==> config.mk <==
export PLATFORM = sky130hd
export DESIGN_NAME = rx_dma_arbiter
export DESIGN_NICKNAME = d
export VERILOG_FILES = /design/src/rtl/rx_dma_arbiter.sv
export SDC_FILE = /design/constraint.sdc
export NUM_CORES = 1
export LEC_CHECK = 0
export ABC_AREA = 1
export BUFFER_PORTS_ARGS = -buffer_cell sky130_fd_sc_hd__buf_2
export CORE_UTILIZATION = 40
export DETAILED_ROUTE_END_ITERATION = 10
export PLACE_DENSITY = 0.68
export SLEW_MARGIN = 10
export SYNTH_ARGS = -nofsm -noshare
export SYNTH_HDL_FRONTEND = slang
export SYNTH_SLANG_ARGS = --single-unit
==> constraint.sdc <==
create_clock -name sys_clk -period 7.12 [get_ports sys_clk]
set_input_delay 0.712 -clock sys_clk [delete_from_list [all_inputs] [get_ports sys_clk]]
set_output_delay 0.712 -clock sys_clk [all_outputs]
set_load 0.03 [all_outputs]
==> src/rtl/rx_dma_arbiter.sv <==
// rx_dma_arbiter: frame-granular round-robin sharing of the bus-master command
// FIFO between the two PHY RX AFIFO read ports. Each granted frame gets a
// two-word host address header. One host ring write pointer is kept per port.
module rx_dma_arbiter #(
  parameter int unsigned MAX_WORDS = 1024,
  parameter int unsigned LEN_W     = 20
) (
  input  logic             sys_clk,
  input  logic             sys_rst_n,
  input  logic [17:0]      phy1_dout,
  input  logic             phy1_empty,
  output logic             phy1_rd_en,
  input  logic [17:0]      phy2_dout,
  input  logic             phy2_empty,
  output logic             phy2_rd_en,
  output logic [17:0]      mst_din,
  output logic             mst_wr_en,
  input  logic             mst_full,
  input  logic [1:0]       dma_enable,
  input  logic [LEN_W-1:0] dma_length,
  input  logic [29:0]      dma1_addr_start,
  input  logic [29:0]      dma2_addr_start,
  output logic [29:0]      dma1_addr_cur,
  output logic [29:0]      dma2_addr_cur,
  output logic [1:0]       grant,
  output logic [15:0]      drop_cnt
);

  typedef enum logic [2:0] {
    S_IDLE, S_HDR_HI, S_HDR_LO, S_XFER, S_DROP, S_UPDATE
  } state_t;

  localparam logic [10:0] LAST_IDX = 11'(MAX_WORDS - 1);

  state_t      state, state_nxt;
  logic        port;        // 0 = port1, 1 = port2
  logic        last_port;   // port that completed the most recent frame
  logic [29:0] cur_lat;
  logic [10:0] wcnt;
  logic        ovf;
  logic        pend;        // a read was issued last cycle, word on dout now
  logic        skid_vld;
  logic [17:0] skid;
  logic [1:0]  en_q;

  logic        req1, req2, pick2;
  logic [17:0] sel_dout;
  logic        sel_empty;
  logic        src_vld, src_eof;
  logic [17:0] src;
  logic        last_word, consume, rd_go, fetch_state;
  logic [11:0] wsum;
  logic [29:0] adv, nxt_addr, sel_start, limit;
  logic        wrap;
  logic        unused_bits;

  assign unused_bits = ^{phy1_dout[16], phy2_dout[16], src[16]};

  assign req1      = !phy1_empty;
  assign req2      = !phy2_empty;
  assign pick2     = req2 && (!req1 || !last_port);
  assign sel_dout  = port ? phy2_dout : phy1_dout;
  assign sel_empty = port ? phy2_empty : phy1_empty;
  // The skid holds the oldest word; a word on dout is only used when the skid is empty.
  assign src_vld   = skid_vld || pend;
  assign src       = skid_vld ? skid : sel_dout;
  assign src_eof   = src[17];
  assign last_word = (wcnt == LAST_IDX);

  assign wsum      = {1'b0, wcnt} + 12'd1;
  assign adv       = {19'd0, wsum[11:1]};
  assign nxt_addr  = cur_lat + adv;
  assign sel_start = port ? dma2_addr_start : dma1_addr_start;
  assign limit     = sel_start + 30'(dma_length);
  assign wrap      = (nxt_addr >= limit);

  assign fetch_state = (state == S_HDR_HI) || (state == S_HDR_LO) ||
                       (state == S_XFER)   || (state == S_DROP);
  // Reading stops once the EOF word is in hand so the next frame is never touched;
  // a new read is allowed only if the skid will be empty when its word arrives.
  assign rd_go      = fetch_state && !sel_empty &&
                      (!src_vld || (consume && !src_eof));
  assign phy1_rd_en = rd_go && !port;
  assign phy2_rd_en = rd_go && port;

  // Next-state, master FIFO write and word-consume decode.
  always_comb begin
    state_nxt = state;
    consume   = 1'b0;
    mst_wr_en = 1'b0;
    mst_din   = '0;
    case (state)
      S_IDLE: begin
        if (req1 || req2)
          state_nxt = dma_enable[pick2] ? S_HDR_HI : S_DROP;
      end
      S_HDR_HI: begin
        if (!mst_full) begin
          mst_wr_en = 1'b1;
          mst_din   = {2'b10, cur_lat[29:14]};
          state_nxt = S_HDR_LO;
        end
      end
      S_HDR_LO: begin
        if (!mst_full) begin
          mst_wr_en = 1'b1;
          mst_din   = {2'b11, cur_lat[13:0], 2'b00};
          state_nxt = S_XFER;
        end
      end
      S_XFER: begin
        if (src_vld && !mst_full) begin
          consume   = 1'b1;
          mst_wr_en = 1'b1;
          mst_din   = {1'b0, src_eof || last_word, src[15:0]};
          if (src_eof)
            state_nxt = S_UPDATE;
          else if (last_word)
            state_nxt = S_DROP;
        end
      end
      S_DROP: begin
        if (src_vld) begin
          consume = 1'b1;
          if (src_eof)
            state_nxt = S_IDLE;
        end
      end
      S_UPDATE: state_nxt = S_IDLE;
      default:  state_nxt = S_IDLE;
    endcase
  end

  // State register.
  always_ff @(posedge sys_clk or negedge sys_rst_n) begin
    if (!sys_rst_n) state <= S_IDLE;
    else            state <= state_nxt;
  end

  // Grant, per-frame context, word counter and drop statistics.
  always_ff @(posedge sys_clk or negedge sys_rst_n) begin
    if (!sys_rst_n) begin
      port      <= 1'b0;
      grant     <= '0;
      last_port <= 1'b1;
      cur_lat   <= '0;
      wcnt      <= '0;
      ovf       <= 1'b0;
      drop_cnt  <= '0;
    end else begin
      case (state)
        S_IDLE: begin
          if (req1 || req2) begin
            port    <= pick2;
            grant   <= pick2 ? 2'b10 : 2'b01;
            cur_lat <= pick2 ? dma2_addr_cur : dma1_addr_cur;
            wcnt    <= '0;
            ovf     <= 1'b0;
          end
        end
        S_XFER: begin
          if (consume) begin
            wcnt <= wcnt + 11'd1;
            if (!src_eof && last_word)
              ovf <= 1'b1;
          end
        end
        S_DROP: begin
          if (consume && src_eof) begin
            grant <= '0;
            if (!ovf && (drop_cnt != '1))
              drop_cnt <= drop_cnt + 16'd1;
          end
        end
        S_UPDATE: begin
          last_port <= port;
          grant     <= '0;
        end
        default: ;
      endcase
    end
  end

  // Read-latency tracking and one-entry skid for words blocked by mst_full.
  always_ff @(posedge sys_clk or negedge sys_rst_n) begin
    if (!sys_rst_n) begin
      pend     <= 1'b0;
      skid_vld <= 1'b0;
      skid     <= '0;
    end else begin
      pend     <= rd_go;
      skid_vld <= src_vld && !consume;
      if (pend && !skid_vld && !consume)
        skid <= sel_dout;
    end
  end

  // Ring write pointers: reload on enable rising edge, else advance after a frame.
  always_ff @(posedge sys_clk or negedge sys_rst_n) begin
    if (!sys_rst_n) begin
      en_q          <= '0;
      dma1_addr_cur <= '0;
      dma2_addr_cur <= '0;
    end else begin
      en_q <= dma_enable;
      if (dma_enable[0] && !en_q[0])
        dma1_addr_cur <= dma1_addr_start;
      else if (state == S_UPDATE && !port)
        dma1_addr_cur <= wrap ? dma1_addr_start : nxt_addr;
      if (dma_enable[1] && !en_q[1])
        dma2_addr_cur <= dma2_addr_start;
      else if (state == S_UPDATE && port)
        dma2_addr_cur <= wrap ? dma2_addr_start : nxt_addr;
    end
  end

endmodule

==> run summary <==
status: complete, no violations
Min-Delay Path Class: primary input to asynchronous set/reset pin
CTS buffer count: 17
CTS Buffer Depth: 2
VDD IR-drop max: 0.000175 V
placed cell area: 13000 um2
area of the multi-input gates: 6780 um2
setup_tns: 0 ns
diode count: 0
library cells used by synthesis: 49
DRC viols: 0
Fill cells: 3072
io pins: 222
internal power: 2.75 mW
Final Power: 5.99 mW
most frequent cell after synthesis: nand2_1
via count: 12300
vias in the first global route: 11500
CP max-delay cell: nand4_1
most used cell, CP: nand2_1
Via-to-Cell Ratio: 5.15
power density cells: 440 nW/um2
unrepaired setup endpoints after global routing: false
Top FF cell, synth: dfrtp_1
Fin. Hold Viols: 0
hold slack: 0.342 ns
Yosys top cell area share: 31.2%
worst slew pin tran: 1.18 ns
Comb pwr share: 60.1%
ranking of synthesized cells by area: dfrtp_1, nand2_1, inv_1
WL per Instance: 16.2 um
later-pin clock latency in the skew report: 0.44 ns
Worst-path clk slew: 0.07 ns
minimum clock period: 5.98 ns
# setup viols final: 0
reg2reg setup slack: 1.14 ns
clk_skew: 0.0217 ns
Sw Ratio: 54.1%
Psw: 3.24 mW
Synth Register Bits: 146
clk sinks: 146
Overflow after GRT: 0
critical path arrival: 6.30 ns
worst-path maximum fanout: 54
synthesized cell area: 11600 um2
Die Area: 29800 um2
Critical Path Start Type: register
setup bufs post-CTS: 0
H-tree depth: 4
LEAKAGE: 7.61 nW
post_cts resized: 0
relative slew slack: 21.1%
FP Rows: 62
required time of the critical path: 7.44 ns
Clock Power Share: 14.7%
global-route wire length before repair: 61300 um
Mapped Cells: 1803
CTS tree: yes
Final Cycle Share: 83.9%
Post-synth EDFFs: 0
slowest stage delay, CP: 1.06 ns
clock root buffer: clkbuf_16
layout cells sized above 1: 14.7%
crit path kind: register to register
sequential cell area: 3650 um2
Starting DRT DRC Count: 1040
cell taking the most area after synthesis: dfrtp_1
syn_nets: 1992
CTS hold repair buffers: 0
fraction of power consumed by sequential logic: 25.2%
Seq/Total Area, Yosys: 31.4%
top cells by count, synth: nand2_1, inv_1, dfrtp_1
core footprint: 28700 um2
dpl hpwl: 31600 um
GR Util All Layers: 26.0%
# Max-Cap Violations: 0
height of the die: 173 um
DRT antenna net count: 0
GPL Wtd Cong: 1.01
post-layout util: 47.4%
Max Freq: 167 MHz
Nets: 2182
post-route cell area: 13600 um2
Area growth, synth to finish: 16.9%
final wirelength: 38800 um
yosys warns: 0
largest net degree at the start of global routing: 83
# port buffers: 219
initial antenna violation count: 1
CP Capture Type: register
Initial Utilization: 40.6%
syn_area_per_cell: 6.46 um2
asr flop ratio synth: 100%
Die W: 173 um
fin. max-slew vios: 0
Initial DRT Pass Iterations: 5
-- through the flow --
stage | instances | setup slack [ns]
3_3_place_gp | 2358 | 1.43
4_1_cts | 2390 | 1.29
3_5_place_dp | 2358 | 1.31
2_1_floorplan | 1803 | 3.09
5_1_grt | 2390 | 0.647
6_report | 2390 | 1.14
-- per-layer routing --
layer  share of wire (%)  up-vias  track usage, %
met2                  46      461            42.5
met3                 6.9       52            2.20
met4                 2.0        2            6.99
li1                    -     6159               -
met1                  45     5624            36.7
met5               0.033        -               0
-- sequential cells by signal, summed over array words and instances (netlist names) --
name	flops
drop_cnt	16
grant	2
port	1
skid_vld	1
cur_lat	30
state	3
pend	1
en_q	2
wcnt	11
dma1_addr_cur	30
ovf	1
last_port	1
skid	17
dma2_addr_cur	30
-- critical path: cells and delay by family (launching register included) --
kind	cells	cell delay [ns]
and+or+nand+nor	20	3.79
buffers and inverters	2	0.75
adders and majority gates	2	0.71
DFF	1	0.38
AOI/OAI and AO/OA	1	0.21
-- kinds of logic (layout without fill, tap and decap cells) --
kind of cell,count (synthesis),count (layout),synth area share [%]
simple gates,973,973,34.9
compound gates,252,252,12.0
mux,1,1,0.0967
buf+inv,313,516,10.4
fa+ha+maj,66,66,7.22
flops,146,146,31.4
xor+xnor,52,52,3.91
-- layout make-up --
type,instances,area share (%)
Tap cell,384,3.53
Timing Repair Buffer,227,8.54
Clock inverter,14,0.956
Sequential cell,146,26.9
Multi-Input combinational cell,1344,49.8
Inverter,257,7.11
Clock buffer,18,3.23
-- power by group through the flow --
stage / Sequential [mW] / Clock (mW) / Combinational (mW)
2_1_floorplan: 1.74 / 0 / 2.29
3_3_place_gp: 1.51 / 0 / 3.50
3_5_place_dp: 1.51 / 0 / 3.57
4_1_cts: 1.50 / 0.890 / 3.59
5_1_grt: 1.54 / 0.927 / 4.02
6_report: 1.51 / 0.881 / 3.60
-- cells in the final DEF (no fill, tap or decap), types with 4 or more instances in the layout --
cell type  count
o22ai_1       38
nand4_1       33
buf_4          8
nand3_1      115
o221ai_1      14
clkbuf_16     17
xnor2_1       24
nor3_2         4
buf_2        218
clkinv_1       4
nand2_2        8
xor2_1        28
o21ai_0      123
nor2_2         5
dfrtp_1      145
a21boi_0       4
inv_8          4
nand2_1      646
inv_6          6
ha_1          64
a21oi_1       54
o21ai_1        8
nor2_1       123
nor3_1        16
inv_1        249
-- worst paths after layout --
path,startpoint,end,depth (start not counted)
setup / recovery,port,dma1_addr_cur[16],25
min in group sys_clk,dma_enable[0],en_q[0],1
setup reg to reg,port,dma1_addr_cur[16],25
hold reg to reg,grant[0],grant[0],2
max in group asynchronous,sys_rst_n,cur_lat[10],2
hold / removal,sys_rst_n,dma1_addr_cur[0],1
No activity file was read; power rests on OpenSTA's default activity.
